## src/rtl/quark_ir_pkg.sv

```systemverilog
// Shared constants and types for the instruction-word slot sequencer.
package quark_ir_pkg;

    localparam int NIBBLES  = 16;
    localparam int MAX_TAIL = 8;

    // Opcode nibble that marks end-of-word padding; it is never issued.
    localparam logic [3:0] OP_EOW = 4'h0;

    typedef enum logic {
        EMPTY = 1'b0,
        RUN   = 1'b1
    } seq_state_t;

endpackage

```

## src/rtl/ir_slot_decode.sv

```systemverilog
// Combinational decode of one slot of a 16-nibble instruction word.
// Given the word and an opcode position it produces the opcode, the tail
// length, the sign-extended immediate and the next slot position. It also
// flags whether this is the final op of the word and whether the tail runs
// past nibble 15.
module ir_slot_decode
    import quark_ir_pkg::*;
#(
    parameter int W = 64
) (
    input  logic [W-1:0] word,
    input  logic [3:0]   pc,
    output logic [3:0]   op_code,
    output logic [3:0]   tail_len,
    output logic [31:0]  op_imm,
    output logic [3:0]   next_pc,
    output logic         last,
    output logic         trunc
);

    logic [3:0] nib [NIBBLES];
    logic [3:0] tail_nib [MAX_TAIL];
    logic [4:0] next_pc_full;
    logic [4:0] avail;
    logic [3:0] present;
    logic [2:0] sign_idx;
    logic       sign_bit;

    // Split the word into addressable nibbles.
    genvar gi;
    generate
        for (gi = 0; gi < NIBBLES; gi++) begin : g_nib
            assign nib[gi] = word[4*gi +: 4];
        end
    endgenerate

    assign op_code  = nib[pc];
    assign tail_len = op_code[3] ? ({1'b0, op_code[2:0]} + 4'd1) : 4'd0;

    // Five bits wide: pc+1+L can reach 24 before truncation is considered.
    assign next_pc_full = {1'b0, pc} + 5'd1 + {1'b0, tail_len};
    assign next_pc      = next_pc_full[3:0];

    // The tail ends at nibble pc+L = next_pc_full-1; past 15 it is cut off.
    assign trunc   = (next_pc_full > 5'd16);
    assign avail   = 5'd15 - {1'b0, pc};
    assign present = trunc ? avail[3:0] : tail_len;

    // Gather the tail nibbles that actually exist inside the word.
    generate
        for (gi = 0; gi < MAX_TAIL; gi++) begin : g_tail
            logic [4:0] src;
            assign src          = {1'b0, pc} + 5'd1 + 5'(gi);
            assign tail_nib[gi] = (4'(gi) < present) ? nib[src[3:0]] : 4'h0;
        end
    endgenerate

    // Sign comes from the last nibble present; a fully missing tail reads 0.
    assign sign_idx = present[2:0] - 3'd1;
    assign sign_bit = (present != 4'd0) ? tail_nib[sign_idx][3] : 1'b0;

    // Assemble the immediate: present nibbles, then sign fill above them.
    generate
        for (gi = 0; gi < MAX_TAIL; gi++) begin : g_imm
            assign op_imm[4*gi +: 4] = (4'(gi) < present) ? tail_nib[gi] : {4{sign_bit}};
        end
    endgenerate

    // A word ends when the next slot falls off the end or is padding.
    assign last = (next_pc_full > 5'd15) || (nib[next_pc_full[3:0]] == OP_EOW);

endmodule

```

## src/rtl/ir_sequencer.sv

```systemverilog
// Slot sequencer between fetch and execute: takes 64-bit words of 16 packed
// nibbles and issues one op per cycle, starting at nibble 0. The next word
// may load in the same cycle the last op of the current word is accepted.
// Optional build macro: IR_SEQ_TRUNC_ERR_EN enables the sticky err flag for
// ops whose immediate tail runs past nibble 15.
module ir_sequencer
    import quark_ir_pkg::*;
#(
    parameter int W = 64
) (
    input  logic         clk,
    input  logic         rst_n,
    input  logic [W-1:0] fetch_data,
    input  logic         fetch_valid,
    output logic         fetch_ready,
    input  logic         flush,
    output logic         op_valid,
    input  logic         op_ready,
    output logic [3:0]   op_code,
    output logic [31:0]  op_imm,
    output logic [3:0]   op_pc,
    output logic         op_last,
    output logic         err
);

    seq_state_t   state_q, state_d;
    logic [W-1:0] word_q, word_d;
    logic [3:0]   pc_q, pc_d;

    logic [3:0]   dec_code;
    logic [3:0]   dec_tail_len;
    logic [31:0]  dec_imm;
    logic [3:0]   dec_next_pc;
    logic         dec_last;
    logic         dec_trunc;

    logic         op_fire;
    logic         fetch_fire;

    ir_slot_decode #(
        .W (W)
    ) u_decode (
        .word     (word_q),
        .pc       (pc_q),
        .op_code  (dec_code),
        .tail_len (dec_tail_len),
        .op_imm   (dec_imm),
        .next_pc  (dec_next_pc),
        .last     (dec_last),
        .trunc    (dec_trunc)
    );

    // Handshakes and op presentation; op fields read zero while idle.
    always_comb begin
        op_valid    = (state_q == RUN);
        op_fire     = op_valid & op_ready;
        fetch_ready = ~flush & (~op_valid | (op_fire & dec_last));
        fetch_fire  = fetch_valid & fetch_ready;
        op_code     = op_valid ? dec_code : 4'h0;
        op_imm      = op_valid ? dec_imm  : 32'h0;
        op_pc       = op_valid ? pc_q     : 4'h0;
        op_last     = op_valid & dec_last;
    end

    // Next-state logic: flush wins, then word load, then slot advance.
    always_comb begin
        state_d = state_q;
        word_d  = word_q;
        pc_d    = pc_q;
        if (flush) begin
            state_d = EMPTY;
        end else if (fetch_fire) begin
            word_d  = fetch_data;
            pc_d    = 4'd0;
            // A word starting with padding carries no ops and is consumed now.
            state_d = (fetch_data[3:0] == OP_EOW) ? EMPTY : RUN;
        end else if (op_fire) begin
            if (dec_last) begin
                state_d = EMPTY;
            end else begin
                pc_d = dec_next_pc;
            end
        end
    end

    // State, word and slot-position registers.
    always_ff @(posedge clk) begin
        if (!rst_n) begin
            state_q <= EMPTY;
            word_q  <= '0;
            pc_q    <= 4'd0;
        end else begin
            state_q <= state_d;
            word_q  <= word_d;
            pc_q    <= pc_d;
        end
    end

`ifdef IR_SEQ_TRUNC_ERR_EN
    logic err_q, err_d;
    logic unused_dec;

    assign unused_dec = ^dec_tail_len;

    // Sticky flag: any truncated op shown to execute; only reset clears it.
    always_comb begin
        err_d = err_q | (op_valid & dec_trunc);
    end

    // Error flag register.
    always_ff @(posedge clk) begin
        if (!rst_n) begin
            err_q <= 1'b0;
        end else begin
            err_q <= err_d;
        end
    end

    assign err = err_q;
`else
    logic unused_dec;

    assign unused_dec = ^{dec_tail_len, dec_trunc};
    assign err        = 1'b0;
`endif

endmodule

```

## config.mk

```make
export PLATFORM = sky130hd
export DESIGN_NAME = ir_sequencer
export DESIGN_NICKNAME = d
export VERILOG_FILES = /design/src/rtl/quark_ir_pkg.sv /design/src/rtl/ir_slot_decode.sv /design/src/rtl/ir_sequencer.sv
export SDC_FILE = /design/constraint.sdc
export NUM_CORES = 1
export LEC_CHECK = 0
export ABC_AREA = 0
export CELL_PAD_IN_SITES_DETAIL_PLACEMENT = 1
export CELL_PAD_IN_SITES_GLOBAL_PLACEMENT = 2
export CORE_MARGIN = 10
export CORE_UTILIZATION = 36
export CTS_CLUSTER_SIZE = 24
export DETAILED_ROUTE_END_ITERATION = 8
export GPL_TIMING_DRIVEN = 1
export PLACE_DENSITY_LB_ADDON = 0.12
export SETUP_SLACK_MARGIN = 0.1
export SLEW_MARGIN = 10
export SYNTH_ARGS = -nofsm -noshare
export SYNTH_HDL_FRONTEND = slang
export SYNTH_HIERARCHICAL = 1
export SYNTH_SLANG_ARGS = --single-unit
export TNS_END_PERCENT = 1
```

## constraint.sdc

```tcl
create_clock -name clk -period 15.05 [get_ports clk]
set_clock_uncertainty 0.1 [all_clocks]
set_input_delay 3.01 -clock clk [delete_from_list [all_inputs] [get_ports clk]]
set_output_delay 3.01 -clock clk [all_outputs]
set_load 0.02 [all_outputs]
```

Word-level counts from Yosys, hierarchy flattened
Cells that the tools add are included.

Add/subtract/negate cells: 12. Magnitude comparators: 21. Eq/ne operators: 1. Muxes and demuxes: 62. Bitwise gates (word level): 20. Reduce and logical (&&, ||, !) cells: 10.

Operators by type and width (count): two-way mux 4 bit (45); binary-select mux 4 bit (select 4 bit) (10); >= comparator 5 bit, second input constant (10); NOT 4 -> 5 bit (10); two-way mux 32 bit (1); adder 4 x 3 -> 4 bit, second input constant (4); less-than comparator 3 x 4 -> 1 bit, first input constant (4); binary-select mux 4 bit (select 3 bit) (1); adder 4 x 2 -> 4 bit, second input constant (2); logical NOT 4 bit (2); less-than comparator 1 x 4 -> 1 bit, first input constant (2); less-than comparator 2 x 4 -> 1 bit, first input constant (2); adder 4 x 1 -> 5 bit, second input constant (1); adder 5 x 4 -> 5 bit (1); AND 1 bit (5); > comparator 5 x 4 -> 1 bit, second input constant (1); > comparator 5 bit, second input constant (1); two-way mux 1 bit (5); adder 3 x 1 -> 4 bit, second input constant (1); adder 4 x 1 -> 4 bit, second input constant (1); >= comparator 4 bit, second input constant (1); NOT 3 -> 4 bit (1); AND reduction 2 bit (2); nonzero test 2 bit (2); other kinds (9) (11).

Register bits: 69. Bits of input ports: 69. Output and inout port bits: 44. Word-level logic and storage cells: 129.

Longest topological paths before layout
Gate-level depths: netlist (run 1).

Depth after elaboration: 19. Depth in mapped cells: 30. Mapped depth without buffers: 23.

By module
The synthesis (run 1) kept the hierarchy.

Modules (own cells, without submodules): ir_slot_decode (instances 1, cells each 527, area an instance 4214.0 µm², seq. area each 0.0 µm²); ir_sequencer (instances 1, cells each 346, area an instance 3103.0 µm², seq. area each 1381.3 µm²).

Worst setup path before layout (run 1)
OpenSTA, ideal clock, no wires.

Path kind: register -> output. Start: register pc_q[0]. End: output port op_imm[15]. Data arrival time: 7.309 ns. Required time: 11.940 ns. Setup slack: 4.631 ns. Cell stages (with the launch flop): 30. Buffers on the path: 12. Cells stage by stage: dfxtp_1 > buf_2 > inv_1 > buf_1 > clkbuf_1 > clkbuf_1 > buf_1 > ha_1 > clkbuf_1 > buf_2 > buf_2 > clkbuf_1 > buf_2 > inv_1 > fa_1 > xor2_2 > and4b_1 > or4_4 > buf_6 > a32oi_1 > inv_1 > ha_1 > inv_1 > a211oi_1 > a211oi_1 > nand4_1 > nand3_2 > buf_6 > mux2i_2 > and2_1.

Cells in the longest elaborated chain, start to end: 17. Elaborated cells between the ends (all ways): 75. Those cells by class: add/sub: 12; order compare: 9; mux: 43; bitwise: 10; reduce/logical: 1.

Ends and longest elaborated chain: from (decl) (RTL line ir_sequencer.sv:28) `logic [3:0] pc_q, pc_d;`; from (signal assigned) (RTL line ir_sequencer.sv:95) `pc_q <= pc_d;`; NOT 4 -> 5 bit (implied by the code) (RTL line ir_slot_decode.sv:37) `assign op_code = nib[pc];`; binary-select mux 4 bit (select 4 bit) (RTL line ir_slot_decode.sv:37); two-way mux 4 bit (implied by the code) (2 in a row) (RTL line ir_slot_decode.sv:37); adder 3 x 1 -> 4 bit (RTL line ir_slot_decode.sv:38) `assign tail_len = op_code[3] ? ({1'b0, op_code[2:0]} + 4'd1) : 4'd0;`; two-way mux 4 bit (RTL line ir_slot_decode.sv:38); adder 5 x 4 -> 5 bit * (RTL line ir_slot_decode.sv:41) `assign next_pc_full = {1'b0, pc} + 5'd1 + {1'b0, tail_len};`; named net dec_next_pc[2] (RTL line ir_sequencer.sv:33) `logic [3:0] dec_next_pc;`; > comparator 5 bit * (RTL line ir_slot_decode.sv:45) `assign trunc = (next_pc_full > 5'd16);`; two-way mux 4 bit * (RTL line ir_slot_decode.sv:47) `assign present = trunc ? avail[3:0] : tail_len;`; less-than comparator 3 x 4 -> 1 bit, or another cell as far along (RTL line ir_slot_decode.sv:54) `assign tail_nib[gi] = (4'(gi) < present) ? nib[src[3:0]] : 4'h0;`; two-way mux 4 bit / NOT 3 -> 4 bit (equally long branches) (RTL line ir_slot_decode.sv:54, ir_slot_decode.sv:60); binary-select mux 4 bit (select 3 bit) (RTL line ir_slot_decode.sv:60) `assign sign_bit = (present != 4'd0) ? tail_nib[sign_idx][3] : 1'b0;`; two-way mux 4 bit (implied by the code) (2 in a row) (RTL line ir_slot_decode.sv:60); two-way mux 1 bit (RTL line ir_slot_decode.sv:60); two-way mux 4 bit * (RTL line ir_slot_decode.sv:65) `assign op_imm[4*gi +: 4] = (4'(gi) < present) ? tail_nib[gi] : {4{sign_bit}};`; named net dec_imm[15] (RTL line ir_sequencer.sv:32) `logic [31:0] dec_imm;`; two-way mux 32 bit * (RTL line ir_sequencer.sv:60) `op_imm = op_valid ? dec_imm : 32'h0;`; to (decl) (RTL line ir_sequencer.sv:20) `output logic [31:0] op_imm,`.

The timed path passes the listed nets; every way through them passes the cells marked *. The select of a mux whose other input is x is not followed.

Worst setup path after layout (run 1)
Start: register pc_q[3]. End: output port op_imm[20].

Cells in the longest elaborated chain, start to end: 17. Elaborated cells between the ends (all ways): 75. Those cells by class: add/sub: 12; order compare: 9; mux: 43; bitwise: 10; reduce/logical: 1.

Ends and longest elaborated chain: NOT 4 -> 5 bit (implied by the code) * (RTL line ir_slot_decode.sv:37); binary-select mux 4 bit (select 4 bit) * (RTL line ir_slot_decode.sv:37); two-way mux 4 bit (implied by the code) * (2 in a row) (RTL line ir_slot_decode.sv:37); named net dec_code[2] (RTL line ir_sequencer.sv:30) `logic [3:0] dec_code;`; adder 3 x 1 -> 4 bit * (RTL line ir_slot_decode.sv:38); two-way mux 4 bit * (RTL line ir_slot_decode.sv:38); named net dec_tail_len[2] (RTL line ir_sequencer.sv:31) `logic [3:0] dec_tail_len;`; adder 5 x 4 -> 5 bit * (RTL line ir_slot_decode.sv:41); named net dec_next_pc[2] (RTL line ir_sequencer.sv:33); (+2 left out); less-than comparator 3 x 4 -> 1 bit, or another cell as far along (RTL line ir_slot_decode.sv:54); two-way mux 4 bit / NOT 3 -> 4 bit (equally long branches) (RTL line ir_slot_decode.sv:54, ir_slot_decode.sv:60); binary-select mux 4 bit (select 3 bit) (RTL line ir_slot_decode.sv:60); two-way mux 4 bit (implied by the code) (2 in a row) (RTL line ir_slot_decode.sv:60); two-way mux 1 bit (RTL line ir_slot_decode.sv:60); two-way mux 4 bit * (RTL line ir_slot_decode.sv:65); named net dec_imm[20] (RTL line ir_sequencer.sv:32); two-way mux 32 bit * (RTL line ir_sequencer.sv:60).

Marked as above.

==> flow_metrics.env, run 1 <==
export IMPL_outcome="finished clean"
export IMPL_globalRouteTotalUtil_pct=20.7
export IMPL_clock_sinks=69
export IMPL_cts_made_buffers=9
export IMPL_grt_antenna_before_repair=1
export IMPL_cts_resized=0
export IMPL_hold_path_class="register to register"
export IMPL_count_of_nets_after_finishing=1025
export IMPL_cp_max_fanout=23
export IMPL_ys_flop_type="dfxtp_1"
export IMPL_synthesis_area_per_instance_um2=8.38
export IMPL_setup_worst_path_start="pc_q[3]"
export IMPL_critical_path_required_ps=11940
export IMPL_slew_headroom_pct=21.9
export IMPL_rsz0062_at_grt="no"
export IMPL_timing_critical_path_to_type="output port"
export IMPL_mappedNetlistArea_um2=7320
export IMPL_cts_repair_timing_setup_buffer_count=0
export IMPL_num_io_pins=113
export IMPL_routed_length_per_placed_instance_um=23.0
export IMPL_fin_crit_ps=10760
export IMPL_grt_overflow=0
export IMPL_hold_violations=0
export IMPL_die_span_in_x_um=163
export IMPL_num_antenna_cells=0
export IMPL_finalMaxSlewViolations=0
export IMPL_worstPathArrival_ps=7650
export IMPL_antenna_left=0
export IMPL_post_synthesis_sequential_element_count=69
export IMPL_syn2layout_area_growth_pct=20.1
export IMPL_routed_wirelength_mm=27.9
export IMPL_post_synth_inst_count=873
export IMPL_crit_type="register to output port"
export IMPL_drt_pass1_iterations=5
export IMPL_floorplan_core_area_um2=20100
export IMPL_worst_r2r_endpoint="pc_q[1]"
export IMPL_cap_violations=0
export IMPL_vertical_die_dimension_um=163
export IMPL_ff2ff_setup_slack_ps=8730
export IMPL_start_util_pct=36.4
export IMPL_synthArstFlopShare_pct=0
export IMPL_port_buffers=111
export IMPL_finalInstanceArea_um2=8790
export IMPL_route_detailed_vias_per_inst=5.65
export IMPL_power_density_nw_per_um2=66.6
export IMPL_vias=6866
export IMPL_min_period_over_period_pct=71.5
export IMPL_synth_enable_flop_cells=0
export IMPL_tritoncts="built"
export IMPL_floorplan_die_area_um2=26400
export IMPL_final_setup_viol_count=0
export IMPL_grt_pass1_wl_mm=42.7
export IMPL_clk_pin_slew_worst_paths_ps=70
export IMPL_final_fill_count=2362
export IMPL_placementRows=52
export IMPL_postCtsHoldBufs=0
export IMPL_gp_congestion=0.864
export IMPL_first_global_vias=7253
export IMPL_critPathCapture="op_imm[20]"
export IMPL_cts_htree_levels=3
export IMPL_clock_root_buffer="clkbuf_16"
export IMPL_totalNegativeSetupSlack_ps=0
export IMPL_drive_above_1_share_pct=12.1
export IMPL_synth_seq_area_share_pct=18.9
export IMPL_dpl_instance_area_um2=8460
export IMPL_grt_max_degree=85
export IMPL_reg2reg_from="pc_q[3]"
export IMPL_worst_slew_pin_transition_ps=1170
export IMPL_ys_types=64
export IMPL_synthesis_nets=957
export IMPL_ys_warn_count=6
export IMPL_post_route_drc_count=0
export IMPL_maximum_frequency_from_static_timing_analysis_ghz=0.0929
export IMPL_irDropWorstVdd_v=0.0000470
export IMPL_drt_first_iter_violations=369
export IMPL_worstRegToRegCells=15
export IMPL_clockBufferDepth=2
export IMPL_clock_insertion_delay_worst_skew_ps=350
export IMPL_startpoint_type="register"
export IMPL_detailed_place_hpwl_mm=22.1
export IMPL_total_leakage_power_nw=3.54
-- Yosys cell counts, drive strengths merged, types with 2 or more instances --
cell    number  share of area (%)
mux2        27                4.2
buf         33                3.7
nor4        12                1.0
ha          14                2.4
and2        49                4.2
clkbuf      30                1.6
nor2b       13                1.1
and3         2               0.17
dfxtp       69                 19
mux4        43                 13
o21ai       44                3.0
nand2b       2               0.17
nand2      192                9.9
nor2        42                2.4
a31o         2               0.24
o211ai       4               0.41
nand4        3               0.34
nand3b       2               0.21
o21a         4               0.41
o41ai        3               0.36
xnor2        7               0.84
a32oi        2               0.34
inv         20                1.0
o31ai        2               0.27
nand3       12               0.89
or4          4               0.51
nor3        18                1.2
a22oi        2               0.21
and4         3               0.36
a211oi      15                1.5
a21oi       38                2.6
mux2i      140                 19
xor2         7                1.0
a2111o       2               0.31
-- layout make-up --
type / instances / area, um^2 / share of cell area, %
repair buffers: 120 / 1180 / 13.4
multi-input cells: 721 / 5490 / 62.4
clock buffers: 9 / 225 / 2.56
inverters: 20 / 75.1 / 0.854
flip-flops and latches: 69 / 1380 / 15.7
well taps: 270 / 338 / 3.84
clock inverters: 7 / 105 / 1.20
-- cells in the final DEF (no fill, tap or decap), drive strengths merged, types with 9 or more instances in the layout --
cell type	count
nor3	18
and2	49
nor4	12
o21ai	44
nand3	12
a211oi	15
mux4	43
nand2	192
nor2	42
inv	22
a21oi	38
clkdlybuf4s50	110
buf	10
ha	14
nor2b	13
dfxtp	69
mux2i	140
mux2	27
clkbuf	9
-- stage by stage --
stage | util (%) | hold slack, ps | instances | setup slack (ps) | total power [mW]
floorplan | - | 359 | 873 | 4630 | 0.293
global placement | 42.1 | 400 | 1200 | 5070 | 0.343
detailed placement | 42.1 | 411 | 1200 | 4700 | 0.346
CTS | 43.7 | 419 | 1216 | 4290 | 0.592
global route | 43.7 | 447 | 1216 | 3830 | 0.610
finish | 43.7 | 411 | 1216 | 4290 | 0.585
-- per-layer routing --
layer	up-vias	track usage, %	part of all wire (%)
li1	3253	-	-
met4	2	9.30	3.6
met5	-	0	0.050
met1	3356	25.9	44
met2	201	33.9	47
met3	54	3.97	5.2
-- worst min path at each step --
stage | start | end | cells past startpoint
2_1_floorplan | word_q[34] | word_q[34] | 2
4_1_cts | word_q[56] | word_q[56] | 2
5_1_grt | word_q[48] | word_q[48] | 2
6_report | word_q[56] | word_q[56] | 2
3_5_place_dp | word_q[56] | word_q[56] | 2
3_3_place_gp | word_q[48] | word_q[48] | 2
-- worst max-delay path, stage by stage, from the launching register on --
cell	delay (ps)
dfxtp_1	1090
mux4_2	600
mux2i_1	360
mux2_1	270
inv_2	70
nor2_1	190
nor3_1	90
ha_1	380
xor2_2	370
and4b_1	260
or4_4	520
a32oi_1	520
inv_1	170
ha_1	390
inv_1	120
a211oi_1	290
a211oi_1	110
nand4_1	170
nand4_2	300
mux2i_1	250
and2_1	140
clkdlybuf4s50_1	610
-- cell families after synthesis --
group	after synthesis	synth area share [%]
DFF	69	18.9
muxes	210	36.9
other	1	0.0513
AOI/OAI and AO/OA	122	10.3
adders and majority gates	15	2.67
and+or+nand+nor	359	23.1
xor gates and xnor gates	14	1.88
buffers and inverters	83	6.33
-- flip-flops by register name, summed over array words and instances, names as in the netlist --
register and count:
word_q 64, pc_q 4, op_valid 1
-- report_power, final --
group	total, mW	internal, mW	switching [mW]
Clock	0.241	0.148	0.0932
Combinational	0.133	0.0645	0.0683
Sequential	0.211	0.192	0.0192
Total	0.585	0.404	0.181
No activity file was read; power rests on OpenSTA's default activity.
==> inputs of run 2 (changes only) <==
Settings changed: CORE_UTILIZATION 36 to 33.
Clock period 15.05 ns to 9.9 ns, I/O delays scaled along.
==> run 2 against run 1 <==
Effect of this change:
- design area rose by 0.80%
- sequential cell count did not move
- global-route usage is 1.2 points lower
- combinational power increased by 51%
- power increased by 51%
- register-to-register slack got worse by 5100 ps
- sequential share of layout area is 0.096 points lower
- clock power is 50% higher
- highest routed layer is now met4
==> flow_metrics.env, run 2 (synthesized netlist as in run 1, its figures left out) <==
export IMPL_vertical_die_dimension_um=169
export IMPL_cp_max_fanout=16
export IMPL_cts_htree_levels=3
export IMPL_critical_path_required_ps=7820
export IMPL_hold_violations=0
export IMPL_totalNegativeSetupSlack_ps=0
export IMPL_routed_length_per_placed_instance_um=23.1
export IMPL_drive_above_1_share_pct=12.9
export IMPL_grt_pass1_wl_mm=44.2
export IMPL_worstPathCellList="mux4_2 > mux2i_1 > mux2_1 > inv_2 > nor2_1 > nor3_1 > ha_1 > xor2_2 > and4b_1 > or4_4 > a32oi_2 > inv_1 > ha_1 > inv_1 > a211oi_1 > a211oi_1 > nand4_1 > nand3_2 > o21ai_0 > and2_1 > clkdlybuf4s50_1"
export IMPL_finalInstanceArea_um2=8860
export IMPL_irDropWorstVdd_v=0.0000808
export IMPL_clk_pin_slew_worst_paths_ps=70
export IMPL_grt_max_degree=84
export IMPL_clock_sinks=69
export IMPL_drt_first_iter_violations=406
export IMPL_post_layout_utilization_of_the_core_pct=40.6
export IMPL_clockBufferDepth=2
export IMPL_drt_pass1_iterations=4
export IMPL_grt_overflow=0
export IMPL_startpoint_type="register"
export IMPL_antenna_left=0
export IMPL_finalMaxSlewViolations=0
export IMPL_timing_critical_path_to_type="output port"
export IMPL_die_span_in_x_um=169
export IMPL_floorplan_core_area_um2=21800
export IMPL_num_antenna_cells=0
export IMPL_routed_wirelength_mm=28.5
export IMPL_port_buffers=111
export IMPL_timing_critical_path_slowest_stage_cell="dfxtp_1"
export IMPL_fin_crit_ps=9320
export IMPL_num_io_pins=113
export IMPL_gp_congestion=0.918
export IMPL_max_flop_register="word_q"
export IMPL_final_fill_count=2578
export IMPL_layout_cells_most_common_list="191 x nand2_1, 138 x mux2i_1, 110 x clkdlybuf4s50_1"
export IMPL_total_leakage_power_nw=3.58
export IMPL_first_global_vias=7077
export IMPL_final_common_cell="nand2_1"
export IMPL_grt_antenna_before_repair=0
export IMPL_final_setup_viol_count=0
export IMPL_vias=6858
export IMPL_min_period_over_period_pct=94.1
export IMPL_tritoncts="built"
export IMPL_globalRouteTotalUtil_pct=19.5
export IMPL_multiInputGateArea_um2=5500
export IMPL_rsz0062_at_grt="no"
export IMPL_dpl_instance_area_um2=8510
export IMPL_clock_root_buffer="clkbuf_16"
export IMPL_crit_type="register to output port"
export IMPL_worst_hold_slack_ps=422
export IMPL_largest_register_ffs=64
export IMPL_worstPathArrival_ps=7240
export IMPL_clock_insertion_delay_worst_skew_ps=350
export IMPL_worst_slew_pin_transition_ps=1160
export IMPL_placed_cells_incl_taps=1215
export IMPL_maximum_frequency_from_static_timing_analysis_ghz=0.107
export IMPL_finish_cell_count_without_fillers=1231
export IMPL_cts_made_buffers=9
export IMPL_outcome="finished clean"
export IMPL_placementRows=54
export IMPL_power_density_nw_per_um2=100
export IMPL_hold_path_class="register to register"
export IMPL_post_route_drc_count=0
export IMPL_detailed_place_hpwl_mm=22.9
export IMPL_regArea_um2=1390
export IMPL_route_detailed_vias_per_inst=5.57
export IMPL_max_stage_delay_ps=730
export IMPL_syn2layout_area_growth_pct=21.0
export IMPL_cap_violations=0
export IMPL_start_util_pct=33.5
export IMPL_slew_headroom_pct=21.7
export IMPL_floorplan_die_area_um2=28500
export IMPL_count_of_nets_after_finishing=1030
run 2: repair_timing:
action,CTS,global route
resized for setup,0,5
hold endpoints to repair,0,0
hold buffers,0,0
setup endpoints to repair,0,28
buffers inserted,0,0
run 2: worst max-delay path, delay by kind of cell (launching register included):
kind / cells / cell delay (ps)
simple gates: 7 / 1740
mux: 3 / 1330
compound gates: 4 / 1120
buf+inv: 4 / 950
fa+ha+maj: 2 / 770
flops: 1 / 730
xor+xnor: 1 / 240
run 2: layer usage:
layer,vias up,wire (um),GRT usage [%]
met3,29,1240,3.45
met2,176,13300,31.8
li1,3276,-,-
met4,0,584,5.45
met5,-,0,0
met1,3377,13300,25.9
run 2: power breakdown:
part	internal, mW	switching [mW]
clock network	0.225	0.137
registers	0.292	0.0307
logic	0.0982	0.103
total	0.615	0.271
run 2: per-stage QoR:
stage          total power, mW  worst slack (ps)
2_1_floorplan            0.446               511
3_3_place_gp             0.524              1100
3_5_place_dp             0.529               770
4_1_cts                  0.898               358
5_1_grt                  0.927               110
6_report                 0.886               583
run 2: worst paths after layout:
path	end	slack, ps	cells after the start	start
worst min register to register	word_q[51]	420	2	word_q[51]
worst min-delay path	word_q[51]	420	2	word_q[51]
worst max-delay path	op_imm[19]	580	21	pc_q[3]
worst max register to register	pc_q[1]	3640	16	pc_q[3]
run 2: area by class of cell:
class	count	share of cell area, %
multi-input cells	721	62.1
clock inverters	7	1.20
well taps	280	3.96
repair buffers	125	13.7
flip-flops and latches	69	15.6
inverters	20	0.848
clock buffers	9	2.54
==> inputs of run 3 (changes only) <==
Settings changed: CAP_MARGIN from default to 30.
==> run 3 against run 2 <==
Effect of this change:
- sequential power is essentially flat
- sequential cell count unchanged
- wire length is 1.5% higher
- register-to-register slack improved by 440 ps
- largest power group unchanged
- non-clock buffer count increased by 5
- fmax increased by 0.65%
- count of clock-buffer cells in the layout is the same
- combinational power rose by 2%
- setup slack better by 60 ps
- design area rose by 0.86%
- sequential share of layout area down 0.13 points
- critical endpoint is now op_imm[21]
- via count up 1.7%
==> flow_metrics.env, run 3 (synthesized netlist as in run 1, its figures left out) <==
export IMPL_path_buf_inv=5
export IMPL_clock_insertion_delay_worst_skew_ps=350
export IMPL_gp_congestion=0.918
export IMPL_worst_r2r_endpoint="pc_q[1]"
export IMPL_cp_top_family="simple AND/OR/NAND/NOR gates"
export IMPL_ff2ff_setup_slack_ps=4080
export IMPL_worstPathCellList="buf_4 > mux4_2 > nand3b_1 > and4_1 > inv_1 > and2_1 > fa_1 > or3b_2 > a211oi_1 > or4_4 > nor2_1 > a21oi_1 > inv_1 > ha_1 > inv_1 > a211oi_1 > a211oi_1 > nand4_1 > nand4_2 > mux2i_1 > and2_1 > clkdlybuf4s50_1"
export IMPL_drt_pass1_iterations=5
export IMPL_min_period_over_period_pct=93.5
export IMPL_final_fill_count=2579
export IMPL_vias=6974
export IMPL_cts_htree_levels=3
export IMPL_grt_overflow=0
export IMPL_num_io_pins=113
export IMPL_globalRouteTotalUtil_pct=19.7
export IMPL_total_leakage_power_nw=3.62
export IMPL_power_density_nw_per_um2=100
export IMPL_count_of_nets_after_finishing=1035
export IMPL_final_common_cell="nand2_1"
export IMPL_critical_path_required_ps=7820
export IMPL_drive_above_1_share_pct=13.3
export IMPL_finalPower_uw=896
export IMPL_postLayoutSetupSlackWorst_ps=643
export IMPL_detailed_place_hpwl_mm=23.0
export IMPL_cp_num_cells=22
export IMPL_grt_antenna_before_repair=3
export IMPL_internal_power_uw=616
export IMPL_die_span_in_x_um=169
export IMPL_floorplan_die_area_um2=28500
export IMPL_antenna_left=0
export IMPL_setup_worst_path_start="pc_q[2]"
export IMPL_crit_type="register to output port"
export IMPL_final_setup_viol_count=0
export IMPL_worstPathArrival_ps=7180
export IMPL_routed_wirelength_mm=28.9
export IMPL_sw_frac_of_total_pct=31.2
export IMPL_sequentialPowerShare_pct=35.9
export IMPL_outcome="finished clean"
export IMPL_floorplan_core_area_um2=21800
export IMPL_post_route_drc_count=0
export IMPL_hold_path_class="register to register"
export IMPL_first_global_vias=7150
export IMPL_tritoncts="built"
export IMPL_share_comb_of_total_power_pct=23.0
export IMPL_startpoint_type="register"
export IMPL_layout_cells_most_common_list="191 x nand2_1, 138 x mux2i_1, 110 x clkdlybuf4s50_1"
export IMPL_power_switching_uw=280
export IMPL_maximum_frequency_from_static_timing_analysis_ghz=0.108
export IMPL_totalNegativeSetupSlack_ps=0
export IMPL_rsz0062_at_grt="no"
export IMPL_cts_repair_timing_setup_buffer_count=0
export IMPL_clk_pin_slew_worst_paths_ps=70
export IMPL_cap_violations=0
export IMPL_grt_pass1_wl_mm=43.9
export IMPL_place_worst_setup_slack_ps=785
export IMPL_p_clk_share_pct=41.2
export IMPL_port_buffers=111
export IMPL_timing_critical_path_slowest_stage_cell="clkdlybuf4s50_1"
export IMPL_largest_register_ffs=64
export IMPL_slew_headroom_pct=43.3
export IMPL_routed_length_per_placed_instance_um=23.3
export IMPL_vertical_die_dimension_um=169
export IMPL_max_flop_register="word_q"
export IMPL_placementRows=54
export IMPL_cts_made_buffers=9
export IMPL_clock_root_buffer="clkbuf_16"
export IMPL_irDropWorstVdd_v=0.0000883
export IMPL_cp_max_fanout=22
export IMPL_clock_sinks=69
export IMPL_max_stage_delay_ps=600
export IMPL_multiInputGateArea_um2=5490
export IMPL_fin_crit_ps=9260
export IMPL_worst_slew_pin_transition_ps=848
export IMPL_hold_violations=0
export IMPL_syn2layout_area_growth_pct=22.1
export IMPL_grt_max_degree=84
export IMPL_route_detailed_vias_per_inst=5.64
export IMPL_start_util_pct=33.5
export IMPL_critPathCapture="op_imm[21]"
export IMPL_finalMaxSlewViolations=0
export IMPL_clockBufferDepth=2
export IMPL_regArea_um2=1390
export IMPL_timing_critical_path_to_type="output port"
export IMPL_reg2reg_from="pc_q[2]"
export IMPL_worstRegToRegCells=17
export IMPL_drt_first_iter_violations=484
[run 3: cell count changes in the layout (fill, tap and decap cells not counted)]
cell	delta
buf_16	+2
buf_2	+2
clkinv_4	-2
buf_8	+1
clkinvlp_4	+1
diode_2	+1
inv_6	+1
o31ai_1	+1
o31ai_2	-1
[run 3: per-stage QoR]
stage          cells  util [%]  instance area [um^2]  hold slack [ps]
4_1_cts         1233      40.5                  8850              430
6_report        1237      40.9                  8930              428
3_3_place_gp    1215      39.0                  8510              405
2_1_floorplan    873         -                  7320              359
3_5_place_dp    1217      39.0                  8520              413
5_1_grt         1237      40.9                  8930              468
[run 3: final cells by class]
cell class	instances	share of cell area (%)
antenna	1	0.0280
clock buffer	9	2.52
clock inverter	7	1.18
inverter	20	0.840
multi-input combinational	721	61.5
sequential	69	15.5
tap	280	3.92
timing repair buffer	130	14.5
[run 3: layer usage]
layer / wire, um / GRT usage [%] / part of all wire [%] / up-vias
met5: 31 / 0 / 0.11 / -
met4: 1070 / 7.68 / 3.7 / 4
met3: 1720 / 4.21 / 5.9 / 55
met2: 13000 / 31.0 / 45 / 217
met1: 13000 / 25.5 / 45 / 3409
li1: - / - / - / 3289
[run 3: timing repair]
action	in CTS	in global routing
hold buffers	0	0
gates resized for setup	0	4
setup endpoints to repair	0	28
[run 3: power groups by stage]
stage	registers [mW]	logic, mW	clock network, mW
global route	0.323	0.223	0.388
global placement	0.328	0.196	0
CTS	0.322	0.202	0.376
detailed placement	0.328	0.201	0
finish	0.321	0.206	0.369
floorplan	0.311	0.135	0
[run 3: worst reg2reg max path, stage by stage (launching register included)]
cell and delay, ps:
dfxtp_2 520, buf_4 410, mux4_2 380, nand3b_1 100, and4_1 430, inv_1 190
and2_1 250, fa_1 510, xor2_2 280, buf_4 190, mux4_1 580, mux2_2 290
o21ai_0 150, o21ai_0 220, nor4bb_1 520, buf_2 260, mux2i_1 210, nor2_1 90
[run 3: worst min-delay path by stage]
stage                          start          to  slack [ps]  cells past startpoint
final                     word_q[20]  word_q[20]         430                      2
after global routing       word_q[9]   word_q[9]         470                      2
after CTS                 word_q[20]  word_q[20]         430                      2
after detailed placement  word_q[59]  word_q[59]         410                      2
after global placement    word_q[59]  word_q[59]         410                      2
after floorplan           word_q[34]  word_q[34]         360                      2
